==> src/rtl/npc_pkg.sv <==
// npc_pkg: memory-op encodings, LSU state encoding and LSU defaults for the NPC core.
package npc_pkg;

    localparam logic [2:0] MEM_OP_B  = 3'b000;
    localparam logic [2:0] MEM_OP_H  = 3'b001;
    localparam logic [2:0] MEM_OP_W  = 3'b010;
    localparam logic [2:0] MEM_OP_BU = 3'b100;
    localparam logic [2:0] MEM_OP_HU = 3'b101;

    localparam int LSU_TIMEOUT_CYCLES = 255;

    typedef enum logic [1:0] {LSU_IDLE, LSU_REQ, LSU_WAIT, LSU_RESP} lsu_state_t;

    function automatic logic lsu_bad_req(input logic rd, input logic wr, input logic [2:0] op,
                                         input logic [1:0] a);
        lsu_bad_req = (rd & wr)
                    | !(op inside {MEM_OP_B, MEM_OP_H, MEM_OP_W, MEM_OP_BU, MEM_OP_HU})
                    | (wr & op[2])
                    | ((op[1:0] == 2'b01) & a[0])
                    | ((op[1:0] == 2'b10) & (a != 2'b00));
    endfunction

    function automatic logic [3:0] lsu_wmask(input logic [1:0] sz, input logic [1:0] a);
        lsu_wmask = sz[1] ? 4'b1111 : (sz[0] ? 4'b0011 : 4'b0001) << a;
    endfunction

endpackage

==> src/rtl/lsu_load_ext.sv <==
// lsu_load_ext: shifts the addressed lane of a bus word down and sign/zero-extends it.
module lsu_load_ext (
    input  logic [31:0] rdata,
    input  logic [1:0]  addr,
    input  logic [2:0]  op,
    output logic [31:0] data
);

    logic [31:0] sh;
    logic        sx;

    always_comb begin
        sh   = rdata >> {addr, 3'b000};
        sx   = ~op[2] & (op[0] ? sh[15] : sh[7]);
        data = op[1] ? sh : op[0] ? {{16{sx}}, sh[15:0]} : {{24{sx}}, sh[7:0]};
    end

endmodule

==> src/rtl/lsu_ctrl.sv <==
// lsu_ctrl: load/store unit turning EXU requests into word-wide valid/ready bus transfers.
// Define LSU_TIMEOUT_EN to end a silent WAIT after TIMEOUT_CYCLES cycles with an error.
module lsu_ctrl import npc_pkg::*; #(
    parameter int ADDR_W         = 32,
    parameter int DATA_W         = 32,
    parameter int TIMEOUT_CYCLES = LSU_TIMEOUT_CYCLES
) (
    input  logic              clk,
    input  logic              rst_n,
    input  logic              req_valid,
    output logic              req_ready,
    input  logic              req_rd_en,
    input  logic              req_wr_en,
    input  logic [2:0]        req_op,
    input  logic [ADDR_W-1:0] req_addr,
    input  logic [DATA_W-1:0] req_wdata,
    output logic              rsp_valid,
    output logic [DATA_W-1:0] rsp_rdata,
    output logic              rsp_err,
    output logic              mem_req_valid,
    input  logic              mem_req_ready,
    output logic              mem_req_we,
    output logic [ADDR_W-1:0] mem_req_addr,
    output logic [DATA_W-1:0] mem_req_wdata,
    output logic [3:0]        mem_req_wmask,
    input  logic              mem_rsp_valid,
    input  logic [DATA_W-1:0] mem_rsp_rdata
);

    lsu_state_t        state, state_nx;
    logic [2:0]        op_q;
    logic [1:0]        lane_q;
    logic              err_q;
    logic [DATA_W-1:0] rdata_q, ext;
    logic              accept, bad, timeout, done;

    assign accept = req_valid & req_ready & (req_rd_en | req_wr_en);
    assign bad    = lsu_bad_req(req_rd_en, req_wr_en, req_op, req_addr[1:0]);
    assign done   = (state == LSU_WAIT) & (mem_rsp_valid | timeout);

`ifdef LSU_TIMEOUT_EN
    localparam int CNT_W = $clog2(TIMEOUT_CYCLES + 1) < 8 ? 8 : $clog2(TIMEOUT_CYCLES + 1);
    logic [CNT_W-1:0] cnt;

    // Held at zero outside WAIT, so every WAIT visit starts counting from zero
    always_ff @(posedge clk or negedge rst_n)
        if (!rst_n)
            cnt <= '0;
        else
            cnt <= (state == LSU_WAIT) ? cnt + 1'b1 : '0;

    assign timeout = (state == LSU_WAIT) & ~mem_rsp_valid & (cnt == CNT_W'(TIMEOUT_CYCLES - 1));
`else
    logic unused_timeout;
    assign unused_timeout = ^TIMEOUT_CYCLES;
    assign timeout        = 1'b0;
`endif

    lsu_load_ext u_ext (
        .rdata(mem_rsp_rdata),
        .addr (lane_q),
        .op   (op_q),
        .data (ext)
    );

    always_ff @(posedge clk or negedge rst_n)
        if (!rst_n)
            state <= LSU_IDLE;
        else
            state <= state_nx;

    always_comb begin
        state_nx = state;
        case (state)
            LSU_IDLE: state_nx = accept ? (bad ? LSU_RESP : LSU_REQ) : LSU_IDLE;
            LSU_REQ:  state_nx = mem_req_ready ? LSU_WAIT : LSU_REQ;
            LSU_WAIT: state_nx = (mem_rsp_valid | timeout) ? LSU_RESP : LSU_WAIT;
            default:  state_nx = LSU_IDLE;
        endcase
    end

    always_comb begin
        req_ready     = state == LSU_IDLE;
        mem_req_valid = state == LSU_REQ;
        rsp_valid     = state == LSU_RESP;
        rsp_err       = (state == LSU_RESP) & err_q;
        rsp_rdata     = (state == LSU_RESP) ? rdata_q : '0;
    end

    // Bus fields are captured at accept and stay frozen until the next accept
    always_ff @(posedge clk or negedge rst_n)
        if (!rst_n) begin
            op_q          <= '0;
            lane_q        <= '0;
            err_q         <= 1'b0;
            rdata_q       <= '0;
            mem_req_we    <= 1'b0;
            mem_req_addr  <= '0;
            mem_req_wdata <= '0;
            mem_req_wmask <= '0;
        end else if (accept) begin
            op_q          <= req_op;
            lane_q        <= req_addr[1:0];
            err_q         <= bad;
            rdata_q       <= '0;
            mem_req_we    <= req_wr_en;
            mem_req_addr  <= {req_addr[ADDR_W-1:2], 2'b00};
            mem_req_wdata <= req_op[1] ? req_wdata :
                             req_op[0] ? {2{req_wdata[15:0]}} : {4{req_wdata[7:0]}};
            mem_req_wmask <= lsu_wmask(req_op[1:0], req_addr[1:0]);
        end else if (done) begin
            err_q   <= timeout;
            rdata_q <= (mem_req_we | timeout) ? '0 : ext;
        end

endmodule
==> config.mk <==
export PLATFORM = sky130hd
export DESIGN_NAME = lsu_ctrl
export DESIGN_NICKNAME = d
export VERILOG_FILES = /design/src/rtl/npc_pkg.sv /design/src/rtl/lsu_load_ext.sv /design/src/rtl/lsu_ctrl.sv
export SDC_FILE = /design/constraint.sdc
export NUM_CORES = 1
export LEC_CHECK = 0
export BUFFER_PORTS_ARGS = -buffer_cell sky130_fd_sc_hd__buf_2
export CORE_ASPECT_RATIO = 2
export CORE_MARGIN = 4
export CORE_UTILIZATION = 50
export DETAILED_ROUTE_END_ITERATION = 7
export HOLD_SLACK_MARGIN = 0.05
export PLACE_DENSITY = 0.83
export SLEW_MARGIN = 25
export SYNTH_ARGS = -nofsm -noshare
export SYNTH_HDL_FRONTEND = slang
export SYNTH_SLANG_ARGS = --single-unit
export TNS_END_PERCENT = 20
==> constraint.sdc <==
create_clock -name clk -period 2.7 [get_ports clk]
set_input_delay 0.27 -clock clk [delete_from_list [all_inputs] [get_ports clk]]
set_output_delay 0.27 -clock clk [all_outputs]
set_load 0.01 [all_outputs]
* Word level (Yosys, flattened, before mapping)
Cells that the tools add are included.
** Word-level totals
- Bits in registers :: 107
- Bits in latches :: 0
- Bits in writable memories :: 0
- ROM bits :: 0
- Input bits :: 106
- Logic and storage cells :: 59
- Memories :: 0
** Cells by class
- $add $sub $neg :: 0
- Multiply operators :: 0
- Divide/modulo/power cells :: 0
- Magnitude comparators :: 0
- Equality and inequality tests :: 9
- Shift-type cells :: 2
- Mux-type cells :: 18
- Bitwise operators :: 15
- Reductions and logical operators :: 6
** Operators by type and width (number)
- 32-bit two-way mux :: 7
- 32-bit by 5-bit >> shifter with 32-bit output :: 1
- 16-bit two-way mux :: 1
- 1-bit AND :: 9
- 2-bit two-way mux :: 4
- 2-bit == test (second input constant) :: 3
- 3-bit == test (second input constant) :: 2
- 2-bit case mux with 3 select lines :: 1
- 1-bit OR :: 5
- 5-bit nonzero test :: 1
- 2-bit by 1-bit == test with 1-bit output (second input constant) :: 2
- 1-bit two-way mux :: 4
- 4-bit two-way mux :: 1
- 2-bit nonzero test :: 2
- 2-bit by 2-bit left shift with 4-bit output :: 1
- 3-bit by 1-bit == test with 1-bit output (second input constant) :: 1
- 3-bit by 2-bit == test with 1-bit output (second input constant) :: 1
- 3-bit logical NOT :: 1
- 2-bit logical NOT :: 1
- 1-bit logical NOT :: 1
- 1-bit NOT :: 1

* Logic depth before layout (Yosys ltp)
- Word-level depth :: 10
- Depth in mapped cells :: 7

* Cells and area by module
From an unflattened synthesis, not the netlist that was laid out.
** Second synthesis, totals
- Cells, all modules :: 535
- Area, all modules :: 5780.5 sq um
** By module, submodules not included
- lsu_ctrl :: instances 1, cells each 416, area an instance 4946.0 sq um, sequential area each 2677.6 sq um
- lsu_load_ext :: instances 1, cells each 119, area an instance 834.6 sq um, sequential area each 0.0 sq um

* Worst setup path after synthesis
No wires, ideal clock.
- Path type :: reg2reg
- Start point :: register lane_q[0]
- End point :: register rdata_q[16]
- Setup time :: 0.126 ns
- Arrival time :: 1.640 ns
- Setup slack :: 0.934 ns
- Stages on the path, launching flop included :: 6
- Buffers on the path :: 2
- Period minus slack after synthesis :: 1.766 ns
- Path through :: dfrtp_1 buf_6 mux4_2 o2111a_2 buf_6 a221o_1
** Between the ends
- Longest elaborated chain between the ends :: 7
** RTL lines
- from (decl) :: RTL line lsu_ctrl.sv:32 : logic [1:0] lane_q;
- from (signal assigned) :: RTL line lsu_ctrl.sv:103 : lane_q <= req_addr[1:0];
- 32-bit by 5-bit >> shifter with 32-bit output * :: RTL line lsu_load_ext.sv:13 : sh = rdata >> {addr, 3'b000};
- 1-bit two-way mux :: RTL line lsu_load_ext.sv:14 : sx = ~op[2] & (op[0] ? sh[15] : sh[7]);
- 1-bit AND :: RTL line lsu_load_ext.sv:14
- 32-bit two-way mux * :: RTL line lsu_load_ext.sv:15 : data = op[1] ? sh : op[0] ? {{16{sx}}, sh[15:0]} : {{24{sx}}, sh[7:0]};
- 32-bit two-way mux * :: RTL line lsu_ctrl.sv:113 : rdata_q <= (mem_req_we | timeout) ? '0 : ext;
- 32-bit two-way mux * :: RTL line lsu_ctrl.sv:111 : end else if (done) begin
- 32-bit two-way mux * :: RTL line lsu_ctrl.sv:101 : end else if (accept) begin
- to (signal assigned) :: RTL line lsu_ctrl.sv:113
- to (decl) :: RTL line lsu_ctrl.sv:34 : logic [DATA_W-1:0] rdata_q, ext;
Mark *: on every way between the ends. The rest lies on a longest branch, timed or not. The select of a mux whose other input is x is not followed.
A chain may end at the register's enable or synchronous reset.

* Final worst setup path
- Start point :: register state[0]
- End point :: register rdata_q[26]
** Between the ends
- Longest elaborated chain between the ends :: 4
- Elaborated cells on any way between the ends :: 7
- Classes of those cells :: 1 x eq/ne; 1 x mux; 3 x bitwise; 2 x reduce/logical
** RTL lines
- from (decl) :: RTL line lsu_ctrl.sv:30 : lsu_state_t state, state_nx;
- from (signal assigned) :: RTL line lsu_ctrl.sv:70 : state <= state_nx;
- 2-bit logical NOT :: RTL line lsu_ctrl.sv:83 : req_ready = state == LSU_IDLE;
- 1-bit AND (2 in series) :: RTL line lsu_ctrl.sv:37 : assign accept = req_valid & req_ready & (req_rd_en | req_wr_en);
- 32-bit two-way mux or 2-bit nonzero test (tied branches)
Parallel ways exist; a longest one is shown, timed or not.

==> results.toml <==
[clock_tree]
cts-root-buf = "clkbuf_16"
h-tree-depth = 3
clk_pin_slew_ns = 0.07
clkLatencyLatePin_ns = 0.34
clock_sink_count = 107
cts_buffer_depth = 2
ctsResizeCount = 0
cts_buffers = 9
cts_tree = "done"
cts_setup_buffers = 0
ctsHoldBuffers = 1

[finish]
multi_input_area_um2 = 2210
area_growth_pct = 28.5
nNetsFinal = 745
finalNonFillerCells = 776
drive_gt1_share_pct = 45.2
num-fill-cells = 850
antenna_cells = 0
seq_area_um2 = 2680

[placed_design]
hpwl_mm = 11.2
finalWeightedCongestion = 0.913
port_buffers = 208
dp.cells = 759

[hold_path]
min-delay-start = "req_addr[20]"
hold_path.class = "in -> reg"

[setup_path]
critPathSlowestCell = "nor2b_1"
r2r-end = "rdata_q[26]"
end_kind = "flip-flop"
path_class = "reg -> reg"
crit_end = "rdata_q[26]"
rr_worst_depth = 4
path_cells = "nor4bb_1, and3b_1, nor2b_1, a221o_1"
crit_arrival_ns = 2.35
critical_path.max_stage_delay_ns = 0.48
cp.required_ns = 2.97
r2r_setup_slack_ns = 0.62
r2r_start = "state[0]"
startpoint_type = "flip-flop"
crit_path_max_fanout = 9
cp-startpoint = "state[0]"

[synth]
ys_warn_count = 0
synth_top_area_share_pct = 53.0
synth.avg_cell_area_um2 = 11.3
synth_edf_count = 0
synth.distinct_cells = 35
synth_top_cell_by_area = "dfrtp_1"
synthMostInstantiatedCell = "dfrtp_1"
synthCells = 447
ys_top_cells_by_count = "107 x dfrtp_1, 50 x mux2_2, 45 x o21ai_0"
postSynth.asyncResetShare_pct = 100
syn_area_um2 = 5050
synth_seq_cells = 107
synth_area_leaders = "dfrtp_1 53%, mux2_2 11%, mux2i_1 7.7%"
seq_area_frac_synth_pct = 53.0
synth_ff_type = "dfrtp_1"

[sta]
fin_tns_setup_ns = 0
report.final.slew_viol_count = 0
period_share_pct = 76.9
finalHoldViolCount = 0
worst_pin_slew_ns = 0.681
fmax_mhz = 481
slew-limit-headroom_pct = 54.6
rsz0062_at_grt = "false"
fin_worst_skew_ns = 0.00813
setup_violations = 0
period_minus_slack_ns = 2.08

[drt]
num_vias = 4269
drc_errors = 0
viasPerCell = 5.50
postRouteAntennaNets = 0
dr.first_iter.drc_count = 158
wl_mm = 14.3
wl_per_cell_um = 18.5
dr.pass1.iters = 4

[grt]
antenna_found_initial = 0
overflow = 0
grt_max_degree = 56
track_usage_pct = 24.1
grt_pass1_vias = 4461
grt_pass1_wl_mm = 22.1

[power_and_ir_drop]
p_leak_nw = 3.45
power_mw = 6.94
ir_drop_v = 0.000689
cellPowerDensity_nw_per_um2 = 1070

[floorplan]
initial_core_util_pct = 51.4
fp-row-count = 51
die_h_um = 150
core_um2 = 9830
dieArea_um2 = 11900
ios = 211
die_w_um = 79.1

[status]
status = "finished clean"

[flow_run]
max-cap-violations = 0
routing by layer:
layer | vias up | track usage [%] | share of wire, %
met3 | 42 | 4.31 | 6.2
met1 | 2041 | 24.9 | 34
li1 | 1995 | - | -
met2 | 191 | 44.6 | 55
met4 | 0 | 13.7 | 4.8
met5 | - | 0 | 0
layout make-up:
class	count	area share (%)
sequential	107	41.2
multi-input combinational	299	34.0
timing repair buffer	220	17.9
clock buffer	10	3.52
tap	132	2.54
clock inverter	6	0.751
inverter	2	0.116
sequential cells by signal (all words and copies together), names as in the netlist:
| signal | cells |
|---|---|
| mem_req_we | 1 |
| mem_req_wdata | 32 |
| mem_req_addr | 30 |
| lane_q | 2 |
| rdata_q | 32 |
| mem_req_wmask | 4 |
| state | 2 |
| op_q | 3 |
| err_q | 1 |
worst max-delay path, delay by kind of cell, from the launching register on:
family / cells / cell delay (ns)
DFF: 1 / 0.45
and+or+nand+nor: 3 / 1.33
AOI/OAI and AO/OA: 1 / 0.23
placed cells by master, fill, tap and decap left out, drive strengths merged, types with 2 or more instances in the layout:
| cell | count |
|---|---|
| clkinv | 3 |
| nor2b | 4 |
| a22o | 16 |
| conb | 2 |
| and3 | 33 |
| buf | 219 |
| mux2i | 39 |
| or2 | 2 |
| nor2 | 14 |
| a221o | 16 |
| o21ai | 45 |
| nand2 | 40 |
| mux2 | 50 |
| clkbuf | 10 |
| inv | 5 |
| a21oi | 22 |
| dfrtp | 107 |
cell families (layout without fill, tap and decap cells):
| family | Yosys count | count (layout) | synth area share [%] |
|---|---|---|---|
| AOI/OAI and AO/OA | 107 | 107 | 14.0 |
| DFF | 107 | 107 | 53.0 |
| and+or+nand+nor | 100 | 100 | 9.85 |
| muxes | 90 | 90 | 19.3 |
| buffers and inverters | 42 | 238 | 3.84 |
| other | 1 | 2 | 0.0742 |
where the power goes:
group	switching [mW]	internal [mW]	total, mW	leakage [nW]
sequential	0.429	2.37	2.80	1.34
combinational	1.58	1.33	2.92	1.97
clock	0.591	0.638	1.23	0.138
how the worst min path moves through the flow:
stage	endpoint	slack (ns)	cells after the start
floorplan	err_q	-0.03	0
global placement	rdata_q[24]	0.35	1
detailed placement	rdata_q[29]	0.35	1
CTS	mem_req_addr[20]	0.15	2
global route	mem_req_addr[20]	0.15	2
finish	mem_req_addr[20]	0.16	2
through the flow:
step / setup slack [ns] / instance area (µm²) / hold slack (ns) / utilization (%)
after floorplan: 0.934 / 5060 / -0.0256 / -
after global placement: 0.704 / 6210 / 0.347 / 63.2
after detailed placement: 0.626 / 6210 / 0.350 / 63.2
after CTS: 0.617 / 6500 / 0.148 / 66.1
after global routing: 0.388 / 6500 / 0.150 / 66.1
final: 0.623 / 6500 / 0.161 / 66.1
(Power assumes the default switching activity.)
